[config.mk]
export PLATFORM = sky130hd
export DESIGN_NAME = sa_act_feeder_flat
export DESIGN_NICKNAME = d
export VERILOG_FILES = /design/src/rtl/sa_act_feeder_pkg.sv /design/src/rtl/sa_act_feeder_if.sv /design/src/rtl/sa_skew_line.sv /design/src/rtl/sa_act_feeder.sv /design/src/flat_wrapper.sv
export SDC_FILE = /design/constraint.sdc
export NUM_CORES = 1
export LEC_CHECK = 0
export CAP_MARGIN = 20
export CORE_MARGIN = 5
export CORE_UTILIZATION = 50
export CTS_CLUSTER_DIAMETER = 80
export DETAILED_ROUTE_END_ITERATION = 16
export GPL_ROUTABILITY_DRIVEN = 0
export GPL_TIMING_DRIVEN = 0
export PLACE_DENSITY = 0.88
export SETUP_SLACK_MARGIN = 0.2
export SLEW_MARGIN = 15
export SYNTH_ARGS = -nofsm -noshare
export SYNTH_HDL_FRONTEND = slang
export SYNTH_SLANG_ARGS = --single-unit
[constraint.sdc]
create_clock -name clk -period 7.4 [get_ports clk]
set_clock_uncertainty 0.2 [all_clocks]
set_input_delay 2.22 -clock clk [delete_from_list [all_inputs] [get_ports clk]]
set_output_delay 2.22 -clock clk [all_outputs]
set_load 0.01 [all_outputs]
[src/rtl/sa_act_feeder_pkg.sv]
// Shared types and helpers for the systolic-array activation feeder.
//   feeder_state_t : job sequencing states (IDLE, STREAM, DRAIN, DONE)
//   drain_cycles() : cycles needed after the last accepted vector until the
//                    final partial sums have left a ROWS x COLS array
package sa_act_feeder_pkg;

  typedef enum logic [1:0] {
    IDLE,
    STREAM,
    DRAIN,
    DONE
  } feeder_state_t;

  // The last vector needs ROWS-1 cycles to finish skewing into the bottom row,
  // then COLS cycles to ripple across the array.
  function automatic int drain_cycles(input int rows, input int cols);
    return rows - 1 + cols;
  endfunction

endpackage

[src/rtl/sa_act_feeder_if.sv]
// Upstream activation-vector stream into the feeder (valid/ready handshake).
//   i_act_valid : upstream has a vector this cycle
//   o_act_ready : feeder accepts a vector this cycle
//   i_act       : vector, row r element at bits [r*MUL_DATAWIDTH +: MUL_DATAWIDTH]
// Signal names carry the feeder's point of view (i_ = into the feeder).
interface sa_act_feeder_if #(
  parameter int ROWS          = 4,
  parameter int MUL_DATAWIDTH = 8
);

  logic                          i_act_valid;
  logic                          o_act_ready;
  logic [ROWS*MUL_DATAWIDTH-1:0] i_act;

  // Upstream producer side.
  modport master (
    output i_act_valid,
    output i_act,
    input  o_act_ready
  );

  // Feeder side.
  modport slave (
    input  i_act_valid,
    input  i_act,
    output o_act_ready
  );

endinterface

[src/rtl/sa_skew_line.sv]
// One row's delay line: DEPTH-stage shift register of {valid, data}.
//   clk, rst_n : clock, asynchronous active-low clear of every stage
//   in_valid   : tag for the element entering this cycle
//   in_data    : element entering this cycle
//   out_valid  : tag of the element leaving the last stage
//   out_data   : element leaving the last stage (DEPTH cycles after entry)
module sa_skew_line #(
  parameter int DEPTH = 1,
  parameter int W     = 8
) (
  input  logic         clk,
  input  logic         rst_n,
  input  logic         in_valid,
  input  logic [W-1:0] in_data,
  output logic         out_valid,
  output logic [W-1:0] out_data
);

  logic [DEPTH-1:0] valid_q;
  logic [W-1:0]     data_q [DEPTH];

  // NOTE: every stage of this storage array is reset, not just the tags; the
  // array must see zeros (not stale operands) right after a reset.
  always_ff @(posedge clk or negedge rst_n) begin
    if (!rst_n) begin
      valid_q <= '0;
      for (int i = 0; i < DEPTH; i++) data_q[i] <= '0;
    end else begin
      valid_q[0] <= in_valid;
      data_q[0]  <= in_data;
      for (int i = 1; i < DEPTH; i++) begin
        valid_q[i] <= valid_q[i-1];
        data_q[i]  <= data_q[i-1];
      end
    end
  end

  assign out_valid = valid_q[DEPTH-1];
  assign out_data  = data_q[DEPTH-1];

endmodule

[src/rtl/sa_act_feeder.sv]
// Activation feeder for the left edge of a ROWS x COLS systolic PE array.
// Accepts one vector per cycle, skews it so row r lags row 0 by r cycles,
// and sequences STREAM -> DRAIN -> DONE with the array mode signal.
//   clk, rst_n  : clock, asynchronous active-low reset
//   i_start     : start a job (honoured only in IDLE)
//   i_num_vec   : vectors in the job, sampled with i_start (0..MAX_VEC)
//   act_if      : upstream vector stream (slave side)
//   o_act       : skewed activations, row r at [r*W +: W]
//   o_row_valid : per-row tag, o_act row r carries real data
//   o_mode      : 0 preload, 1 compute; aligned with o_act
//   o_busy      : job in progress
//   o_done      : one-cycle job-complete pulse
module sa_act_feeder
  import sa_act_feeder_pkg::*;
#(
  parameter  int MUL_DATAWIDTH = 8,
  parameter  int ROWS          = 4,
  parameter  int COLS          = 4,
  parameter  int MAX_VEC       = 256,
  localparam int VEC_W         = $clog2(MAX_VEC + 1)
) (
  input  logic                          clk,
  input  logic                          rst_n,
  input  logic                          i_start,
  input  logic [VEC_W-1:0]              i_num_vec,
  sa_act_feeder_if.slave                act_if,
  output logic [ROWS*MUL_DATAWIDTH-1:0] o_act,
  output logic [ROWS-1:0]               o_row_valid,
  output logic                          o_mode,
  output logic                          o_busy,
  output logic                          o_done
);

  localparam int DRAIN_CYCLES = drain_cycles(ROWS, COLS);
  localparam int DRAIN_W      = $clog2(DRAIN_CYCLES + 1);

  feeder_state_t      state;
  logic [VEC_W-1:0]   num_vec;
  logic [VEC_W-1:0]   vec_cnt;
  logic [DRAIN_W-1:0] drain_cnt;
  logic               hs;

  assign act_if.o_act_ready = (state == STREAM);
  assign hs                 = act_if.i_act_valid && act_if.o_act_ready;

  // NOTE: all state here uses non-blocking assignments so every register
  // samples the pre-edge value of the others, whatever the statement order.
  always_ff @(posedge clk or negedge rst_n) begin
    if (!rst_n) begin
      state     <= IDLE;
      num_vec   <= '0;
      vec_cnt   <= '0;
      drain_cnt <= '0;
      o_mode    <= 1'b0;
      o_busy    <= 1'b0;
      o_done    <= 1'b0;
    end else begin
      o_done <= 1'b0;
      // Follows the state one cycle late, like the data that entered the
      // skew lines in that state, so mode and data reach the array together.
      o_mode <= (state == STREAM) || (state == DRAIN);

      unique case (state)
        IDLE: begin
          if (i_start) begin
            num_vec   <= i_num_vec;
            vec_cnt   <= '0;
            drain_cnt <= '0;
            o_busy    <= 1'b1;
            if (i_num_vec == '0) begin
              state  <= DONE;
              o_done <= 1'b1;
            end else begin
              state <= STREAM;
            end
          end
        end

        STREAM: begin
          if (hs) begin
            vec_cnt <= vec_cnt + 1'b1;
            if (vec_cnt + 1'b1 == num_vec) begin
              state     <= DRAIN;
              drain_cnt <= '0;
            end
          end
        end

        DRAIN: begin
          if (drain_cnt == DRAIN_W'(DRAIN_CYCLES - 1)) begin
            state  <= DONE;
            o_done <= 1'b1;
          end else begin
            drain_cnt <= drain_cnt + 1'b1;
          end
        end

        DONE: begin
          state  <= IDLE;
          o_busy <= 1'b0;
        end
      endcase
    end
  end

  // Row r gets r+1 registers. Cycles without a handshake push a zero element
  // tagged invalid, so bubbles add nothing to the partial sums.
  for (genvar r = 0; r < ROWS; r++) begin : g_row
    logic [MUL_DATAWIDTH-1:0] row_in;

    assign row_in = hs ? act_if.i_act[r*MUL_DATAWIDTH +: MUL_DATAWIDTH] : '0;

    sa_skew_line #(
      .DEPTH (r + 1),
      .W     (MUL_DATAWIDTH)
    ) u_skew (
      .clk       (clk),
      .rst_n     (rst_n),
      .in_valid  (hs),
      .in_data   (row_in),
      .out_valid (o_row_valid[r]),
      .out_data  (o_act[r*MUL_DATAWIDTH +: MUL_DATAWIDTH])
    );
  end

  a_num_vec_legal: assert property (@(posedge clk) disable iff (!rst_n)
    (state == IDLE && i_start) |-> (i_num_vec <= VEC_W'(MAX_VEC)));

endmodule
[src/flat_wrapper.sv]
// flat-port wrapper written by rule: the top's interface ports become plain ports
module sa_act_feeder_flat import sa_act_feeder_pkg::*;
#(
  parameter  int MUL_DATAWIDTH = 8,
  parameter  int ROWS          = 4,
  parameter  int COLS          = 4,
  parameter  int MAX_VEC       = 256,
  localparam int VEC_W         = $clog2(MAX_VEC + 1)
)
  (clk, rst_n, i_start, i_num_vec, o_act, o_row_valid, o_mode, o_busy, o_done, act_if_i_act_valid, act_if_i_act, act_if_o_act_ready);
  sa_act_feeder_if #(.ROWS(ROWS), .MUL_DATAWIDTH(MUL_DATAWIDTH)) act_if_i ();
  input  logic clk;
  input  logic rst_n;
  input  logic i_start;
  input  logic [VEC_W-1:0] i_num_vec;
  output logic [ROWS*MUL_DATAWIDTH-1:0] o_act;
  output logic [ROWS-1:0] o_row_valid;
  output logic o_mode;
  output logic o_busy;
  output logic o_done;
  input wire logic [$bits(act_if_i.i_act_valid)-1:0] act_if_i_act_valid;
  input wire logic [$bits(act_if_i.i_act)-1:0] act_if_i_act;
  output wire logic [$bits(act_if_i.o_act_ready)-1:0] act_if_o_act_ready;
  assign act_if_i.i_act_valid = act_if_i_act_valid;
  assign act_if_i.i_act = act_if_i_act;
  assign act_if_o_act_ready = act_if_i.o_act_ready;
  sa_act_feeder #(.MUL_DATAWIDTH(MUL_DATAWIDTH), .ROWS(ROWS), .COLS(COLS), .MAX_VEC(MAX_VEC)) u_core (.clk(clk), .rst_n(rst_n), .i_start(i_start), .i_num_vec(i_num_vec), .act_if(act_if_i), .o_act(o_act), .o_row_valid(o_row_valid), .o_mode(o_mode), .o_busy(o_busy), .o_done(o_done));
endmodule
Yosys cells after proc, flatten, opt, wreduce, memory -nomap -nowiden
Cells that the tools add are included.
Word-level totals
  register bits after elaboration: 116
  bits of input ports: 45
  output and inout port bits: 40
  logic and storage cells: 69
Cells by class
  add/sub/neg operators: 2
  eq/ne operators: 10
  muxes and demuxes: 24
  reduce and logical (&&, ||, !) cells: 12
Operators by type and width (number)
  $mux W8: 4
  $mux W9: 2
  $pmux W9 S2: 1
  $mux W3: 4
  $mux W2: 5
  $ne A2 B2 Y1 const B: 5
  $add A9 B1 Y9 const B: 1
  $eq A9 B9 Y1: 1
  $logic_not A9 Y1: 1
  $pmux W3 S3: 1
  $pmux W2 S4: 1
  $reduce_and A5 Y1: 1
  $eq A2 B2 Y1 const B: 2
  $mux W1: 4
  $pmux W1 S2: 2
  $reduce_and A2 Y1: 2
  $reduce_and A4 Y1: 1
  $reduce_bool A2 Y1: 2
  $add A3 B1 Y3 const B: 1
  $eq A3 B3 Y1 const B: 1
  $reduce_and A3 Y1: 1
  $reduce_bool A3 Y1: 1
  $eq A2 B1 Y1 const B: 1
  $logic_not A2 Y1: 1
  2 further kinds: 2

Depth between registers and ports, before layout
Gate-level depths: netlist of run 1.
  depth after elaboration: 5
  mapped depth: 9
  gate-level depth less buffers: 8

Hierarchy
Synthesis of run 1 repeated with hierarchy kept, for this count alone.
Second synthesis, totals
  cells, all modules: 301
  area, all modules: 4164.0 sq um
By module, submodules not included
  sa_act_feeder: times used 1, cells an instance 187, area an instance 1731.7 sq um
  sa_skew_line (u_core.g_row[3].u_skew): times used 1, cells an instance 44, area an instance 960.9 sq um
  sa_skew_line (u_core.g_row[2].u_skew): times used 1, cells an instance 35, area an instance 735.7 sq um
  sa_skew_line (u_core.g_row[1].u_skew): times used 1, cells an instance 26, area an instance 510.5 sq um
  sa_skew_line (u_core.g_row[0].u_skew): times used 1, cells an instance 9, area an instance 225.2 sq um

Least setup slack after synthesis of run 1
No wires, ideal clock.
  path type: input to register
  start: input port i_start
  end: register u_core.state[0]
  arrival time: 3268 ps
  required time: 7074 ps
  path slack: 3806 ps
  stages: 6
  cell sequence: nor2b_1 a21oi_1 and4_1 a41oi_2 or2_4 o32a_1
Between the ends
  word-level cells in the longest chain between the ends: 2
RTL lines
  from (decl): RTL line flat_wrapper.sv:14  | input logic i_start;
  $ne A2 B2 Y1 (no source line)
  $reduce_and A4 Y1 (no source line)
  to (signal assigned): RTL line sa_act_feeder.sv:50  | state <= IDLE;
  to (signal assigned): RTL line sa_act_feeder.sv:71  | state <= DONE;
  to (signal assigned): RTL line sa_act_feeder.sv:74  | state <= STREAM;
  to (decl): RTL line sa_act_feeder.sv:37  | feeder_state_t state;
Every way passes these cells.
A chain may end at the register's enable or synchronous reset.

Worst setup path in the final report of run 1
  start: input port act_if_i_act_valid
  end: register u_core.drain_cnt[1]
Between the ends
  word-level cells in the longest chain between the ends: 3
RTL lines
  from (decl): RTL line flat_wrapper.sv:21  | input wire logic [$bits(act_if_i.i_act_valid)-1:0] act_if_i_act_valid;
  $logic_and A1 B1 Y1: RTL line sa_act_feeder.sv:44  | assign hs = act_if.i_act_valid && act_if.o_act_ready;
  $ne A2 B2 Y1 (no source line)
  $reduce_and A5 Y1 (no source line)
  to (signal assigned): RTL line sa_act_feeder.sv:94  | drain_cnt <= drain_cnt + 1'b1;
  to (decl): RTL line sa_act_feeder.sv:40  | logic [DRAIN_W-1:0] drain_cnt;
Every way passes these cells.

==> impl_metrics.toml, run 1 <==
[outcome]
outcome = "complete, no violations"

[floorplanning]
die-area_um2 = 10000
initial_utilization_pct = 51.87
core-area_um2 = 7807
die_y_um = 100
die_w_um = 100
design.portCount = 85
rows = 32

[logic_synthesis]
synth_flop_cell = "dfrtp_1"
ys_ff_latch = 110
synth_compound_area_share_pct = 6.518
synth_area_per_cell_um2 = 13.59
synth_edf_count = 0
seq_area_frac_synth_pct = 67.96
syn-cell-area_um2 = 4050
yosys_warnings = 0
synth_top_family_by_area = "simple AND/OR/NAND/NOR gates"
synthAdderAreaFrac_pct = 2.162
async_reset_ff_share_pct = 100.0
yosysUniqueCellTypes = 41
muxShareOfSynthArea_pct = 2.502
synthesis.nets = 350
synth-xor-area-share_pct = 2.997
yosys.area_share.simple_pct = 11.12
syn_inst = 298

[drt]
drtIter0Drc = 73
drtPass1Iterations = 4
ant_nets = 0
wl_um = 7695
drc_errors = 0
vias_per_cell = 5.032
via_count = 2521
detail_route.wl_per_cell_um = 15.36

[timing]
rsz0062_at_grt = "false"
setup_ws_ns = 3.314
period_minus_slack_ns = 4.086
max_freq_mhz = 244.8
fin_tns_setup_ns = 0
finalHoldViolCount = 0
max_slew_margin_pct = 55.25
timing.final.crit_share_pct = 55.21
tightestPinTransition_ns = 0.6668
final_max_slew_viol_count = 0
finalSetupViolCount = 0

[flow_run]
cap_violations = 0

[grt]
overflow = 0
grt_max_degree = 60
antenna_found_initial = 0
grt_pass1_wl_um = 13230
grt_use_total_pct = 17.05
grt_pass1_vias = 2756

[finish]
multiInputGateArea_um2 = 1025
antennaDiodeCount = 0
layout_common_cells = "dfrtp_1, clkdlybuf4s50_1, and3_1"
syn_to_final_growth_pct = 29.41
design_area_um2 = 5241
layout_commonest_cell = "dfrtp_1"
fillCellCount = 563
drive_above_1_share_pct = 15.54
nets = 446
regArea_um2 = 2753

[min_path]
min_path_type = "flip-flop to flip-flop"

[power]
power_density_nw_per_um2 = 299.5
swShare_pct = 30.57
ir_worst_vdd_mv = 0.1841
internal-power_mw = 1.090
power.total_mw = 1.570
power_switching_mw = 0.4798
clockPowerShare_pct = 21.8
leakage_nw = 2.597
power_frac_seq_pct = 48.8
comb_power_share_pct = 29.4

[setup_path]
required_ns = 7.46
crit_fanout = 7
cp_data_arrival_time_ns = 4.15
path_class = "primary input to flip-flop"
cp-end-kind = "flip-flop"
start_kind = "primary input"

[clock_network]
htree_levels = 3
cts_tree = "yes"
insertion_delay_ns = 0.37
numCtsBuffers = 9
cts_buffer_depth = 2
cts_resized = 0
cts_setup_buffers = 0
clock-sinks = 110
clk_pin_slew_worst_paths_ns = 0.10
hold_buffers = 0
cts_root_buf = "clkbuf_8"

[placed_design]
portBuffers = 84
hpwl_um = 5730
dp_slack_ns = 2.953
place_area_um2 = 5047
## area by class of cell
cell class              instances  area share (%)
flip-flops and latches        110           52.52
multi-input cells             144           19.55
repair buffers                 85           16.59
plain buffers                  39           4.846
clock buffers                  11           2.698
well taps                     102           2.435
clock inverters                 5           1.003
inverters                       5          0.3581
## worst max-delay path, stage by stage
cell and delay [ns]:
clkdlybuf4s50_1 0.64, inv_1 0.08, a21oi_1 0.19, and4_1 0.21, a41oi_2 0.18, or2_4 0.31, o32ai_1 0.32
## power by group through the flow
stage / registers [mW] / clock network, mW / logic (mW)
global route: 0.781 / 0.377 / 0.508
finish: 0.766 / 0.342 / 0.462
floorplan: 0.766 / 0 / 0.291
detailed placement: 0.780 / 0 / 0.464
CTS: 0.767 / 0.349 / 0.466
global placement: 0.771 / 0 / 0.441
## path summary, 6_finish.rpt
path	from	end	slack (ns)	cells after the start
worst max-delay path	act_if_i_act_valid	u_core.drain_cnt[1]	3.31	7
worst min-delay path	u_core.g_row[1].u_skew.data_q[12]	u_core.g_row[1].u_skew.out_data[4]	0.16	0
worst max register to register	u_core.state[1]	u_core.vec_cnt[6]	4.72	9
worst min register to register	u_core.g_row[1].u_skew.data_q[12]	u_core.g_row[1].u_skew.out_data[4]	0.16	0
max in group asynchronous	rst_n	u_core.num_vec[3]	4.80	2
min in group asynchronous	rst_n	u_core.g_row[2].u_skew.out_data[2]	1.58	1
## metal layers
layer	GRT usage, %	routed length, um	vias up	part of all wire [%]
met5	0	0	-	0
li1	-	-	1191	-
met3	3.336	352	14	4.6
met1	20.41	3127	1232	41
met4	7.461	137	0	1.8
met2	29.96	4078	84	53
## Yosys cell counts, types with 3 or more instances
cell type  number  area share [%]
xor2_1          4            0.86
nor2_1          6            0.56
inv_1           5            0.46
clkbuf_1        9            0.83
nand2_1        13             1.2
a21oi_1         5            0.62
buf_4          28             5.2
nand3_1         5            0.62
mux2_2          9             2.5
nor2b_1         3            0.46
dfrtp_1       110              68
o21ai_0        12             1.5
xnor2_1         8             1.7
nor3_1          4            0.49
and4_1          3            0.65
ha_1            7             2.2
o31ai_1         7             1.3
and3_1         33             5.1
## per-stage QoR
step	hold WS, ns	util (%)	std cells
finish	0.1558	67.13	501
global route	0.1621	67.13	501
CTS	0.1564	67.13	501
detailed placement	0.1347	64.65	485
global placement	0.1316	64.28	484
floorplan	0.1312	-	298
## flip-flops by register name (all words and copies together), names as in the netlist
| name | cells |
|---|---|
| u_core.g_row.u_skew.data_q | 48 |
| u_core.g_row.u_skew.out_data | 32 |
| u_core.drain_cnt | 3 |
| u_core.o_busy | 1 |
| u_core.num_vec | 9 |
| u_core.o_done | 1 |
| u_core.g_row.u_skew.valid_q | 4 |
| u_core.o_mode | 1 |
| u_core.vec_cnt | 9 |
| u_core.state | 2 |
## kinds of logic after synthesis
kind of cell,after synthesis
flip-flops,110
multiplexers,9
AND/OR/NAND/NOR,78
buffers and inverters,44
XOR/XNOR,13
adder cells (fa/ha/maj),7
AO/OA/AOI/OAI,37
No activity file was read; power rests on OpenSTA's default activity.
==> run 2, diff against run 1 <==
--- a/config.mk
+++ b/config.mk
@@ -7,12 +7,12 @@
 export LEC_CHECK = 0
 export CAP_MARGIN = 20
 export CORE_MARGIN = 5
-export CORE_UTILIZATION = 50
+export CORE_UTILIZATION = 45
 export CTS_CLUSTER_DIAMETER = 80
 export DETAILED_ROUTE_END_ITERATION = 16
 export GPL_ROUTABILITY_DRIVEN = 0
 export GPL_TIMING_DRIVEN = 0
-export PLACE_DENSITY = 0.88
+export PLACE_DENSITY = 0.85
 export SETUP_SLACK_MARGIN = 0.2
 export SLEW_MARGIN = 15
 export SYNTH_ARGS = -nofsm -noshare
==> constraint.sdc (replaced) <==
create_clock -name clk -period 3.75 [get_ports clk]
set_clock_uncertainty 0.2 [all_clocks]
set_input_delay 1.125 -clock clk [delete_from_list [all_inputs] [get_ports clk]]
set_output_delay 1.125 -clock clk [all_outputs]
set_load 0.01 [all_outputs]
==> impl_metrics.toml, run 2 (synthesis gave the netlist of run 1 again) <==
[drt]
drc_errors = 0
drtPass1Iterations = 4
routed-wl-met2_um = 3866
routedLengthMet1_um = 3114
wl_um = 7519
via_count = 2528
drtIter0Drc = 67
ant_nets = 0
top_layer_used = "met4"
wl_met3_um = 370
vias_per_cell = 4.986
detail_route.wl_per_cell_um = 14.83

[placed_design]
hpwl_um = 5546
place_area_um2 = 5055
portBuffers = 84

[grt]
antenna_found_initial = 0
grt_pass1_vias = 2690
overflow = 0
grt_max_degree = 74
grt_pass1_wl_um = 12740
grt_use_total_pct = 14.29

[power]
power_frac_seq_pct = 48.0
power_density_nw_per_um2 = 597.4
ir_worst_vdd_mv = 0.4241
leakage_nw = 2.608
clockPowerShare_pct = 22.7
power.total_mw = 3.148
comb_power_share_pct = 29.3
swShare_pct = 31.64
power_switching_mw = 0.9961
internal-power_mw = 2.152

[timing]
max_freq_mhz = 335.0
rsz0062_at_grt = "false"
finalSetupViolCount = 0
fin_tns_setup_ns = 0
finalHoldViolCount = 0
max_slew_margin_pct = 57.47
hold_ws_ns = 0.1546
timing.final.crit_share_pct = 79.60
tightestPinTransition_ns = 0.6336
final_max_slew_viol_count = 0
period_minus_slack_ns = 2.985

[clock_network]
hold_buffers = 0
insertion_delay_ns = 0.37
numCtsBuffers = 9
htree_levels = 3
cts_root_buf = "clkbuf_8"
cts_setup_buffers = 0
clk_pin_slew_worst_paths_ns = 0.11
cts_resized = 0
clock-sinks = 110
cts_buffer_depth = 2
cts_tree = "yes"

[finish]
antennaDiodeCount = 0
design_area_um2 = 5270
syn_to_final_growth_pct = 30.12
nets = 446
postLayoutCoreUtil_pct = 60.14
layout_commonest_cell = "dfrtp_1"
layout_common_cells = "dfrtp_1, clkdlybuf4s50_1, and3_1"
regMostFlops = "u_core.g_row.u_skew.data_q"
largest_reg_flops = 48
drive_above_1_share_pct = 15.79

[flow_run]
cap_violations = 0

[floorplanning]
die_y_um = 104.9
die-area_um2 = 11000
rows = 34
initial_utilization_pct = 46.22
die_w_um = 104.9
design.portCount = 85
core-area_um2 = 8763

[setup_path]
start_kind = "flip-flop"
crit_fanout = 4
required_ns = 2.42
critPathMaxStageDelay_ns = 0.55
crit_slowest_cell = "clkdlybuf4s50_1"
cp_data_arrival_time_ns = 1.66
cp_cell_sequence = "inv_1 -> ha_1 -> clkdlybuf4s50_1"
path_class = "flip-flop to output pin"
cp-end-kind = "output pin"

[min_path]
min_path_type = "flip-flop to flip-flop"

[outcome]
outcome = "complete, no violations"
==> run 2: final timing paths <==
kind	startpoint	end	slack, ns	cells after the start
worst max-delay path	u_core.state[1]	act_if_o_act_ready	0.76	3
worst min-delay path	u_core.g_row[3].u_skew.data_q[26]	u_core.g_row[3].u_skew.data_q[18]	0.15	0
worst max register to register	u_core.state[0]	u_core.vec_cnt[5]	1.17	9
worst min register to register	u_core.g_row[3].u_skew.data_q[26]	u_core.g_row[3].u_skew.data_q[18]	0.15	0
max in group asynchronous	rst_n	u_core.g_row[1].u_skew.out_data[1]	2.26	2
min in group asynchronous	rst_n	u_core.g_row[1].u_skew.out_data[7]	0.44	1
==> run 2: area by class of cell <==
cell class,count,area (um^2)
Tap cell,108,135.1
Multi-Input combinational cell,144,1025
Timing Repair Buffer,85,869.6
Clock buffer,9,123.9
Buffer,39,254.0
Fill cell,669,3493
Clock inverter,7,91.34
Inverter,5,18.77
Sequential cell,110,2753
==> run 2: per-layer routing <==
| metal | global-route usage (%) | vias up |
|---|---|---|
| met4 | 5.023 | 0 |
| met1 | 17.51 | 1253 |
| met5 | 0 | - |
| li1 | - | 1187 |
| met3 | 3.761 | 15 |
| met2 | 24.46 | 73 |
==> run 2: metrics by stage <==
step | setup slack [ns] | instances
global route | 0.6787 | 507
finish | 0.7650 | 507
global placement | -2.456 | 490
detailed placement | 0.4314 | 491
CTS | 0.7480 | 507
floorplan | 1.251 | 298
==> run 2: power groups by stage <==
stage	sequential (mW)	combinational (mW)	clock, mW
4_1_cts	1.51	0.926	0.735
2_1_floorplan	1.51	0.575	0
3_3_place_gp	1.52	0.870	0
5_1_grt	1.54	1.01	0.792
6_report	1.51	0.921	0.716
3_5_place_dp	1.54	0.918	0
==> run 2: critical path, delay by kind of cell, from the launching register on <==
family     cells  cell delay (ns)
buf+inv        2             0.65
fa+ha+maj      1             0.21
flops          1             0.44
